--- config.mk ---
export PLATFORM = sky130hd
export DESIGN_NAME = uart_tx_fifo
export DESIGN_NICKNAME = d
export VERILOG_FILES = /design/src/rtl/uart_tx_fifo.sv
export SDC_FILE = /design/constraint.sdc
export NUM_CORES = 1
export LEC_CHECK = 0
export CAP_MARGIN = 30
export CORE_UTILIZATION = 54
export DETAILED_ROUTE_END_ITERATION = 10
export GPL_TIMING_DRIVEN = 0
export PLACE_DENSITY = 0.75
export RECOVER_POWER = 100
export SLEW_MARGIN = 15
export SYNTH_ARGS = -nofsm -noshare
export SYNTH_HDL_FRONTEND = slang
export SYNTH_SLANG_ARGS = --single-unit
--- constraint.sdc ---
create_clock -name clk -period 2.7 [get_ports clk]
set_input_delay 0.27 -clock clk [delete_from_list [all_inputs] [get_ports clk]]
set_output_delay 0.27 -clock clk [all_outputs]
set_load 0.05 [all_outputs]
--- src/rtl/uart_tx_fifo.sv ---
// uart_tx_fifo: circular byte FIFO that drains one byte at a time into a UART transmitter
// using a launch / wait-busy / wait-done handshake on uart_wr_rdy.
module uart_tx_fifo #(
  parameter int DEPTH     = 16,
  parameter int AW        = 4,
  parameter int BUSY_WAIT = 3
) (
  input  logic          clk,
  input  logic          rst_n,
  input  logic [7:0]    push_data,
  input  logic          push_en,
  input  logic          clear,
  output logic          full,
  output logic          empty,
  output logic [AW:0]   count,
  output logic          overflow,
  output logic [7:0]    uart_din,
  output logic          uart_wr_en,
  input  logic          uart_wr_rdy
);
  localparam int TW = $clog2(BUSY_WAIT + 1);
  typedef enum logic [1:0] {IDLE, LAUNCH, WAIT_BUSY, WAIT_DONE} state_t;
  state_t          state_q, state_d;
  logic [7:0]      mem_q [DEPTH];
  logic [AW-1:0]   wr_ptr_q, rd_ptr_q;
  logic [AW:0]     count_q, count_d;
  logic [TW-1:0]   timer_q, timer_d;
  logic            ovf_q;
  logic [7:0]      din_q;
  logic            pop, push;
  assign full       = count_q == (AW+1)'(DEPTH);
  assign empty      = count_q == '0;
  assign count      = count_q;
  assign overflow   = ovf_q;
  assign uart_din   = din_q;
  assign uart_wr_en = state_q == LAUNCH;
  // A pop frees a slot in the same cycle, so a push while full is still accepted then.
  assign pop  = state_q == IDLE && !empty && uart_wr_rdy && !clear;
  assign push = push_en && !clear && (!full || pop);
  assign count_d = clear ? '0 : count_q + (AW+1)'(push) - (AW+1)'(pop);
  always_comb begin
    state_d = state_q;
    timer_d = timer_q;
    case (state_q)
      IDLE:      state_d = pop ? LAUNCH : IDLE;
      LAUNCH: begin
        state_d = WAIT_BUSY;
        timer_d = '0;
      end
      WAIT_BUSY: begin
        state_d = (!uart_wr_rdy || timer_q == TW'(BUSY_WAIT - 1)) ? WAIT_DONE : WAIT_BUSY;
        timer_d = timer_q + 1'b1;
      end
      WAIT_DONE: state_d = (clear || uart_wr_rdy) ? IDLE : WAIT_DONE;
      default:   state_d = IDLE;
    endcase
  end
  always_ff @(posedge clk or negedge rst_n) begin
    if (!rst_n) begin
      state_q  <= IDLE;
      timer_q  <= '0;
      count_q  <= '0;
      wr_ptr_q <= '0;
      rd_ptr_q <= '0;
      ovf_q    <= 1'b0;
      din_q    <= 8'h00;
    end else begin
      state_q  <= state_d;
      timer_q  <= timer_d;
      count_q  <= count_d;
      wr_ptr_q <= clear ? '0 : wr_ptr_q + AW'(push);
      rd_ptr_q <= clear ? '0 : rd_ptr_q + AW'(pop);
      ovf_q    <= !clear && (ovf_q || (push_en && full && !pop));
      if (pop) din_q <= mem_q[rd_ptr_q];
    end
  end
  always_ff @(posedge clk) begin
    if (push) mem_q[wr_ptr_q] <= push_data;
  end
endmodule

==> results of run 1 <==
## critical path, stage by stage, from the launching register on
cell and delay, ps:
dfrtp_1 420, inv_1 120, ha_1 220, nand3b_4 110
a211oi_4 350, or3b_4 460, nor2_1 680
## report_power, final
part,internal (µW),switching (µW)
combinational,714,971
sequential,2720,94.3
clock,1550,922
total,4980,1990
## cell families (layout without fill, tap and decap cells)
logic type | after synthesis | after routing | synth area share, %
flip-flops | 154 | 154 | 71.98
AND/OR/NAND/NOR | 64 | 64 | 5.591
multiplexers | 40 | 40 | 12.83
AO/OA/AOI/OAI | 30 | 30 | 3.347
buffers and inverters | 25 | 88 | 1.944
adder cells (fa/ha/maj) | 16 | 16 | 3.327
XOR/XNOR | 7 | 7 | 0.9820
## path summary, 6_finish.rpt
check / depth (start not counted) / slack (ps) / start / endpoint
setup / recovery: 6 / -40 / state_q[1] / mem_q[12][2]
min in group clk: 2 / 500 / overflow / overflow
setup reg to reg: 6 / -40 / state_q[1] / mem_q[12][2]
max in group asynchronous: 2 / 1210 / rst_n / uart_din[6]
hold reg to reg: 2 / 500 / overflow / overflow
hold / removal: 1 / 300 / rst_n / count[0]
## metrics by stage
stage | setup TNS [ps] | cells | worst slack, ps | util (%) | total power, µW
2_1_floorplan | -641.2 | 336 | -443.8 | - | 4050
3_3_place_gp | -27820 | 505 | -484.2 | 61.28 | 4496
3_5_place_dp | -22910 | 506 | -329.0 | 61.55 | 4537
4_1_cts | -256.4 | 539 | -20.14 | 67.29 | 7015
5_1_grt | -6427 | 539 | -178.2 | 67.30 | 7243
6_report | -284.4 | 539 | -39.91 | 67.30 | 6966
## cell type report
| class | instances | area (µm²) | area share (%) |
|---|---|---|---|
| Sequential cell | 154 | 4498 | 60.59 |
| Multi-Input combinational cell | 157 | 1693 | 22.80 |
| Clock buffer | 17 | 425.4 | 5.731 |
| Timing Repair Buffer | 31 | 301.5 | 4.062 |
| Clock inverter | 15 | 200.2 | 2.697 |
| Tap cell | 140 | 175.2 | 2.360 |
| Buffer | 17 | 100.1 | 1.348 |
| Inverter | 8 | 30.03 | 0.4045 |
## flip-flops by register name, indices dropped and copies added (netlist names)
register and cells:
mem_q 128, uart_din 8, count 5, rd_ptr_q 4, wr_ptr_q 4, state_q 2
timer_q 2, overflow 1
## layer usage
metal | wire length [µm] | up-vias | share of wire [%] | track usage (%)
li1 | - | 1421 | - | -
met1 | 5359 | 1591 | 44 | 32.57
met2 | 5937 | 110 | 48 | 35.71
met3 | 771 | 16 | 6.3 | 5.691
met4 | 198 | 0 | 1.6 | 9.048
met5 | 0 | - | 0 | 0
## cells in the final DEF, fill, tap and decap left out, types with 4 or more instances in the layout
cell type,instances
nor2b_1,8
edfxtp_1,128
dlygate4sd3_1,9
nor3_2,4
nor2_2,5
dfrtp_1,23
clkdlybuf4s50_1,20
clkbuf_16,17
mux2i_1,8
buf_2,5
clkinv_4,4
inv_1,6
clkbuf_1,6
mux4_2,32
o22ai_1,8
nor2_1,24
a221oi_1,8
xnor2_1,4
o21ai_0,8
nand3_1,4
nand2_1,5
ha_1,13
bufinv_16,4
## what timing repair did
action	in CTS	in global routing
pin swaps	0	0
hold buffers	0	0
gates resized for setup	0	5
endpoints found under the setup margin	17	89
setup buffers	1	0
==> results.json, run 1 <==
{
  "outcome": "complete, but fails checks",
  "violations": "setup timing",
  "setup_slack_ps": -39.91,
  "worstSetupEndpointType": "register",
  "cellLeakagePower_uw": 0.002508,
  "dp_hpwl_um": 8007,
  "num_rows": 38,
  "skew_ps": 7.652,
  "synth.most_common_cell": "edfxtp_1",
  "yosys-top-cells-area": "edfxtp_1, mux4_2, dfrtp_1",
  "arrival_ps": 2780,
  "place_congestion": 0.7641,
  "syn-num-nets": 365,
  "fill_cells": 729,
  "tightest_slew_ps": 909.6,
  "firstDrtPassIters": 4,
  "cts_tree": "built",
  "drtIter0Drc": 268,
  "routedWlPerCell_um": 22.76,
  "synth_top_area_share_pct": 61.56,
  "die_x_um": 109.5,
  "initial_core_util_pct": 56.60,
  "slew_violations": 0,
  "drt-total-wl_um": 12270,
  "core_area_um2": 11030,
  "grt_setup_unrepaired": "true",
  "numCtsBuffers": 17,
  "syn_avg_cell_area_um2": 18.58,
  "ir_worst_vdd_v": 0.0008283,
  "ys_types": 36,
  "layout-area-overhead-vs-synth_pct": 18.90,
  "synth_edf_count": 128,
  "whs_ps": 300.3,
  "grt_max_degree": 17,
  "hold_viol_final": 0,
  "clkLatencyLatePin_ps": 420,
  "dpl_cell_area_um2": 6789,
  "grt_overflow_total": 0,
  "fin_crit_sh_pct": 101.5,
  "grt_pass1_wl_um": 18850,
  "finalInstanceArea_um2": 7423,
  "syn-cell-area_um2": 6243,
  "crit_fanout": 8,
  "clockRootBuffer": "clkbuf_16",
  "min_period_ps": 2740,
  "nNetsFinal": 415,
  "startpoint_type": "register",
  "worstSetupPathType": "register to register",
  "fmax_mhz": 365.0,
  "antenna_found_initial": 0,
  "maxSlewHeadroom_pct": 39.13,
  "io_pins": 30,
  "antenna_left": 0,
  "die_h_um": 109.5,
  "syn_inst": 336,
  "yosysSeqAreaShare_pct": 71.98,
  "yosys_warnings": 0,
  "vias": 3138,
  "dieArea_um2": 12000,
  "synth_seq_cells": 154,
  "synth_largest_area_cell": "edfxtp_1",
  "via_per_inst": 5.822,
  "clkTransAtPathRegs_ps": 60,
  "maxCapViolCount": 0,
  "p_per_area_nw_per_um2": 938.4,
  "hold_class": "input pin to asynchronous set/reset pin",
  "htreeDepth": 4,
  "async_flop_share_pct": 16.88,
  "drive_gt1_share_pct": 24.81,
  "synth_flop_cell": "edfxtp_1",
  "yosys-top-cells-count": "edfxtp_1, mux4_2, nor2_1, dfrtp_1, ha_1",
  "setup_violations": 8,
  "worst_ep_required_time_ps": 2740,
  "io_buffers": 29,
  "cts_sinks": 154,
  "grt_usage_pct": 23.30,
  "cts.path.max_buffers": 2,
  "grt_pass1_vias": 3229,
  "drc": 0,
  "num_antenna_cells": 0
}
(Power assumes the default switching activity.)
==> run 2: changes to the inputs <==
- CORE_UTILIZATION: 54 -> 57
- DONT_BUFFER_PORTS: not set -> 1
==> run 2 against run 1 <==
The run ends with capacitance limit, setup timing left. Highest routed layer unchanged. Largest power group unchanged. Worst setup slack worse by 450 ps. Power down 3.9%. Global-route usage up 1.1 points.
==> results.json, run 2 (synthesized netlist as in run 1, its figures left out) <==
{
  "worstSetupEndpointType": "register",
  "final_cells": 528,
  "num_antenna_cells": 0,
  "maxCapViolCount": 1,
  "fin_crit_sh_pct": 118.1,
  "fill_cells": 631,
  "grt_overflow_total": 0,
  "drive_gt1_share_pct": 31.38,
  "grt_pass1_wl_um": 19390,
  "dieArea_um2": 11380,
  "cts_tree": "built",
  "cp_slowest_cell": "nor4b_4",
  "cts.path.max_buffers": 2,
  "violations": "capacitance limit, setup timing",
  "cp_cell_sequence": "inv_2 -> ha_4 -> nor4b_4 -> nor2_2 -> buf_6 -> nand2_4 -> nand2_4 -> ha_4 -> fa_2 -> a21oi_2 -> nor2_2 -> or3_1 -> a21oi_2",
  "io_pins": 30,
  "nNetsFinal": 408,
  "initial_core_util_pct": 59.67,
  "die_h_um": 106.7,
  "multi_input_area_um2": 1817,
  "firstDrtPassIters": 5,
  "drt-total-wl_um": 12750,
  "clockRootBuffer": "clkbuf_8",
  "setup_slack_ps": -487.5,
  "vias": 3287,
  "met1_length_um": 5232,
  "io_buffers": 0,
  "hold_viol_final": 0,
  "clkTransAtPathRegs_ps": 60,
  "maxSlewHeadroom_pct": 0.01835,
  "routedWlPerCell_um": 24.14,
  "startpoint_type": "register",
  "cellLeakagePower_uw": 0.002456,
  "dpl_cell_area_um2": 6479,
  "num_rows": 37,
  "antenna_left": 0,
  "ir_worst_vdd_v": 0.0006621,
  "largest_reg_flops": 128,
  "grt_usage_pct": 24.41,
  "outcome": "complete, but fails checks",
  "via_per_inst": 6.225,
  "min_period_ps": 3187,
  "worst_ep_required_time_ps": 3140,
  "grt_max_degree": 27,
  "hold_class": "input pin to register",
  "cp_top_family": "simple AND/OR/NAND/NOR gates",
  "setup_tns_ps": -954.2,
  "drc": 0,
  "layout-area-overhead-vs-synth_pct": 18.74,
  "setup_violations": 4,
  "drtIter0Drc": 264,
  "grt_setup_unrepaired": "true",
  "die_x_um": 106.7,
  "final_cell_mix": "edfxtp_1, mux4_2, dfrtp_1, clkbuf_16, nor2_1",
  "regArea_um2": 4501,
  "dp_hpwl_um": 7787,
  "dp_cells": 472,
  "htreeDepth": 4,
  "numCtsBuffers": 17,
  "fmax_mhz": 313.7,
  "path_buf_inv": 2,
  "topRoutingLayerUsed": "met4",
  "grt_pass1_vias": 3423,
  "slew_violations": 0,
  "antenna_found_initial": 0,
  "crit_fanout": 3,
  "core_area_um2": 10460,
  "tightest_slew_ps": 1500,
  "slowest_delay_ps": 710,
  "layout_commonest_cell": "edfxtp_1",
  "post-route-util_pct": 70.86,
  "skew_ps": 12.24,
  "arrival_ps": 3620,
  "power.total_uw": 6697,
  "cts_sinks": 154,
  "p_per_area_nw_per_um2": 903.4,
  "regMostFlops": "mem_q",
  "dr_wl_met3_um": 791,
  "clkLatencyLatePin_ps": 520,
  "finalInstanceArea_um2": 7413,
  "met2_length_um": 6443,
  "place_congestion": 0.7484,
  "worstSetupPathType": "register to register"
}
-- run 2: changes by cell type in the layout (fill, tap and decap cells not counted), sizes merged --
cell / change
clkdlybuf4s50: -20
bufinv: -2
dlygate4sd3: +3
inv: -1
clkbuf: +3
buf: +10
-- run 2: cell type report --
cell class	instances	share of cell area, %
flip-flops and latches	154	60.71
multi-input cells	157	24.51
clock buffers	20	5.873
repair buffers	25	3.274
well taps	136	2.295
clock inverters	12	1.688
plain buffers	16	1.249
inverters	8	0.4051
-- run 2: worst paths after layout --
check,depth (start not counted),slack (ps),from,endpoint
worst max-delay path,13,-490,count[3],count[4]
worst min-delay path,3,20,uart_wr_rdy,state_q[1]
worst max register to register,13,-490,count[3],count[4]
worst min register to register,1,540,state_q[1],state_q[1]
max in group asynchronous,2,1060,rst_n,count[0]
min in group asynchronous,2,660,rst_n,count[2]
-- run 2: power by group --
group	leakage, µW	switching (µW)	internal, µW
Sequential	0.00148	430	2710
Combinational	0.000707	693	619
Clock	0.000270	909	1330
-- run 2: timing repair --
item,in CTS,in global routing
setup buffers,7,5
cloned,0,0
hold buffers,13,0
pin swaps,8,12
hold endpoints to repair,160,0
setup endpoints to repair,134,107
gates resized for setup,27,10
-- run 2: stage by stage --
step | hold WS (ps) | worst slack, ps
after detailed placement | -25.03 | -665.9
after floorplan | -25.59 | -443.8
after CTS | 1.897 | -452.0
after global routing | 37.89 | -571.1
final | 16.25 | -487.5
after global placement | -25.09 | -612.5
-- run 2: worst min-delay path, cell delays in order --
cell,delay (ps)
nor2b_1,80
o21ai_0,80
o21ai_0,70
-- run 2: metal layers --
layer  up-vias  global-route usage [%]
met4         0                   8.708
met5         -                       0
met3        25                   6.322
met2       135                   39.17
met1      1717                   32.65
li1       1410                       -
==> run 3: changes to the inputs <==
- ABC_CLOCK_PERIOD_IN_PS: not set -> 2700
- CORE_ASPECT_RATIO: not set -> 1.75
- CORE_UTILIZATION: 57 -> 50
- PLACE_DENSITY: 0.75 -> 0.68
==> run 3 against run 2 <==
The flow finishes with violations (capacitance limit, slew limit, setup timing). Clock power grew 3%. Final cell count grew 8.5%. Wire length grew 3.6%. Cell area grew 4.1%. Via count shrank 0.33%. Register-to-register slack gained 140 ps. Power grew 0.69%. Global-route usage shrank 3.4 points. Worst setup slack gained 140 ps. Fmax grew 4.6%. Sequential power is essentially flat. Critical path type unchanged.
==> results.json, run 3 (synthesized netlist as in run 1, its figures left out) <==
{
  "firstDrtPassIters": 4,
  "violations": "capacitance limit, slew limit, setup timing",
  "grt_setup_unrepaired": "true",
  "cts.path.max_buffers": 2,
  "io_pins": 30,
  "regMostFlops": "mem_q",
  "vias": 3276,
  "htreeDepth": 4,
  "p_switching_uw": 2020,
  "drt-total-wl_um": 13200,
  "p_int_uw": 4723,
  "clockRootBuffer": "clkbuf_16",
  "worstSetupEndpointType": "register",
  "die_x_um": 86.47,
  "routedWlPerCell_um": 23.03,
  "crit_fanout": 3,
  "cellLeakagePower_uw": 0.002559,
  "drtIter0Drc": 195,
  "dieArea_um2": 12960,
  "drive_gt1_share_pct": 34.24,
  "layout-area-overhead-vs-synth_pct": 23.65,
  "drc": 0,
  "via_per_inst": 5.717,
  "nNetsFinal": 422,
  "setup_violations": 72,
  "crit-reg2reg-launch": "count[2]",
  "power_frac_comb_pct": 19.4,
  "grt_usage_pct": 21.04,
  "p_clk_share_pct": 34.2,
  "r2r_slack_ps": -350,
  "numCtsBuffers": 17,
  "setup_slack_ps": -346.0,
  "maxSlewHeadroom_pct": -1.789,
  "post-route-util_pct": 63.96,
  "min_period_ps": 3046,
  "layout_commonest_cell": "edfxtp_1",
  "grt_overflow_total": 0,
  "ir_worst_vdd_v": 0.0004614,
  "arrival_ps": 3380,
  "hold_viol_final": 0,
  "tightest_slew_ps": 1527,
  "cts_sinks": 154,
  "r2r_cells": 12,
  "antenna_found_initial": 2,
  "place_congestion": 0.7886,
  "clkLatencyLatePin_ps": 420,
  "worst_ep_required_time_ps": 3040,
  "skew_ps": 9.087,
  "grt_pass1_vias": 3409,
  "min_delay_path_depth": 2,
  "dp_cells": 501,
  "fmax_mhz": 328.3,
  "min_from": "push_en",
  "fin_crit_sh_pct": 112.8,
  "initial_core_util_pct": 51.73,
  "cts_tree": "built",
  "startpoint_type": "register",
  "clkTransAtPathRegs_ps": 60,
  "final_cells": 573,
  "antenna_left": 0,
  "maxCapViolCount": 1,
  "p_per_area_nw_per_um2": 873.5,
  "holdPathEnd": "overflow",
  "slew_violations": 27,
  "dp_hpwl_um": 8038,
  "grt_max_degree": 27,
  "seq_power_share_pct": 46.4,
  "hold_class": "input pin to register",
  "grt_pass1_wl_um": 18780,
  "largest_reg_flops": 128,
  "reg2reg_to": "count[4]",
  "num_rows": 53,
  "outcome": "complete, but fails checks",
  "die_h_um": 149.8,
  "final_cell_mix": "edfxtp_1, mux4_2, dfrtp_1, buf_4, clkbuf_16",
  "io_buffers": 0,
  "switching_share_pct": 29.96,
  "worstSetupPathType": "register to register",
  "core_area_um2": 12070
}
==> run 3: worst max-delay path by stage <==
stage              from        to  slack [ps]  depth (start not counted)
4_1_cts        count[2]  count[4]        -500                         13
6_report       count[2]  count[4]        -350                         12
3_3_place_gp   count[3]  count[4]        -650                         14
5_1_grt        count[2]  count[4]        -460                         12
3_5_place_dp   count[3]  count[4]        -680                         14
2_1_floorplan  count[3]  count[4]        -440                         14
==> run 3: metal layers <==
| metal | global-route usage, % | vias up | part of all wire (%) |
|---|---|---|---|
| met3 | 6.122 | 26 | 4.8 |
| li1 | - | 1446 | - |
| met5 | 0 | - | 0 |
| met2 | 37.34 | 114 | 56 |
| met4 | 9.667 | 0 | 3.5 |
| met1 | 22.87 | 1690 | 36 |
==> run 3: power groups by stage <==
stage	combinational [µW]	clock, µW	sequential (µW)
6_report	1310	2300	3130
5_1_grt	1420	2410	3150
4_1_cts	1250	2330	3130
3_5_place_dp	1100	0	3180
3_3_place_gp	1080	0	3170
2_1_floorplan	908	0	3140
==> run 3: area by class of cell <==
type,count,area (µm²)
Sequential cell,154,4501
Fill cell,848,4349
Multi-Input combinational cell,157,1844
Timing Repair Buffer,40,466.7
Clock buffer,18,439.2
Tap cell,165,206.4
Clock inverter,14,146.4
Buffer,15,81.33
Inverter,8,30.03
Antenna cell,2,5.005
==> run 3: worst max-delay path: stages, from the launching register on <==
cell and delay, ps:
dfrtp_2 530, inv_2 130, ha_4 140, nor4b_4 730
nor2_4 80, nand2_4 110, nand2_2 60, ha_4 170
fa_2 360, a21oi_2 140, nor2_1 60, or3_1 340
a21oi_1 120
==> run 3: what timing repair did <==
| item | 4_1_cts | 5_1_grt |
|---|---|---|
| hold buffers | 11 | 0 |
| buffers inserted | 7 | 22 |
| hold endpoints to repair | 158 | 0 |
| gates resized for setup | 27 | 14 |
| pin swaps | 9 | 23 |
| setup endpoints to repair | 132 | 119 |
==> run 3: stage by stage <==
step / total power (µW) / hold slack, ps / cell area (µm²) / worst slack, ps / setup TNS [ps]
after floorplan: 4050 / -25.59 / 6294 / -443.8 / -641.2
after global placement: 4256 / -25.05 / 6500 / -645.7 / -22740
after detailed placement: 4282 / -25.00 / 6515 / -683.1 / -18660
after CTS: 6711 / 25.07 / 7378 / -498.0 / -844.1
after global routing: 6986 / 41.60 / 7720 / -465.0 / -8141
final: 6743 / 31.95 / 7720 / -346.0 / -2952
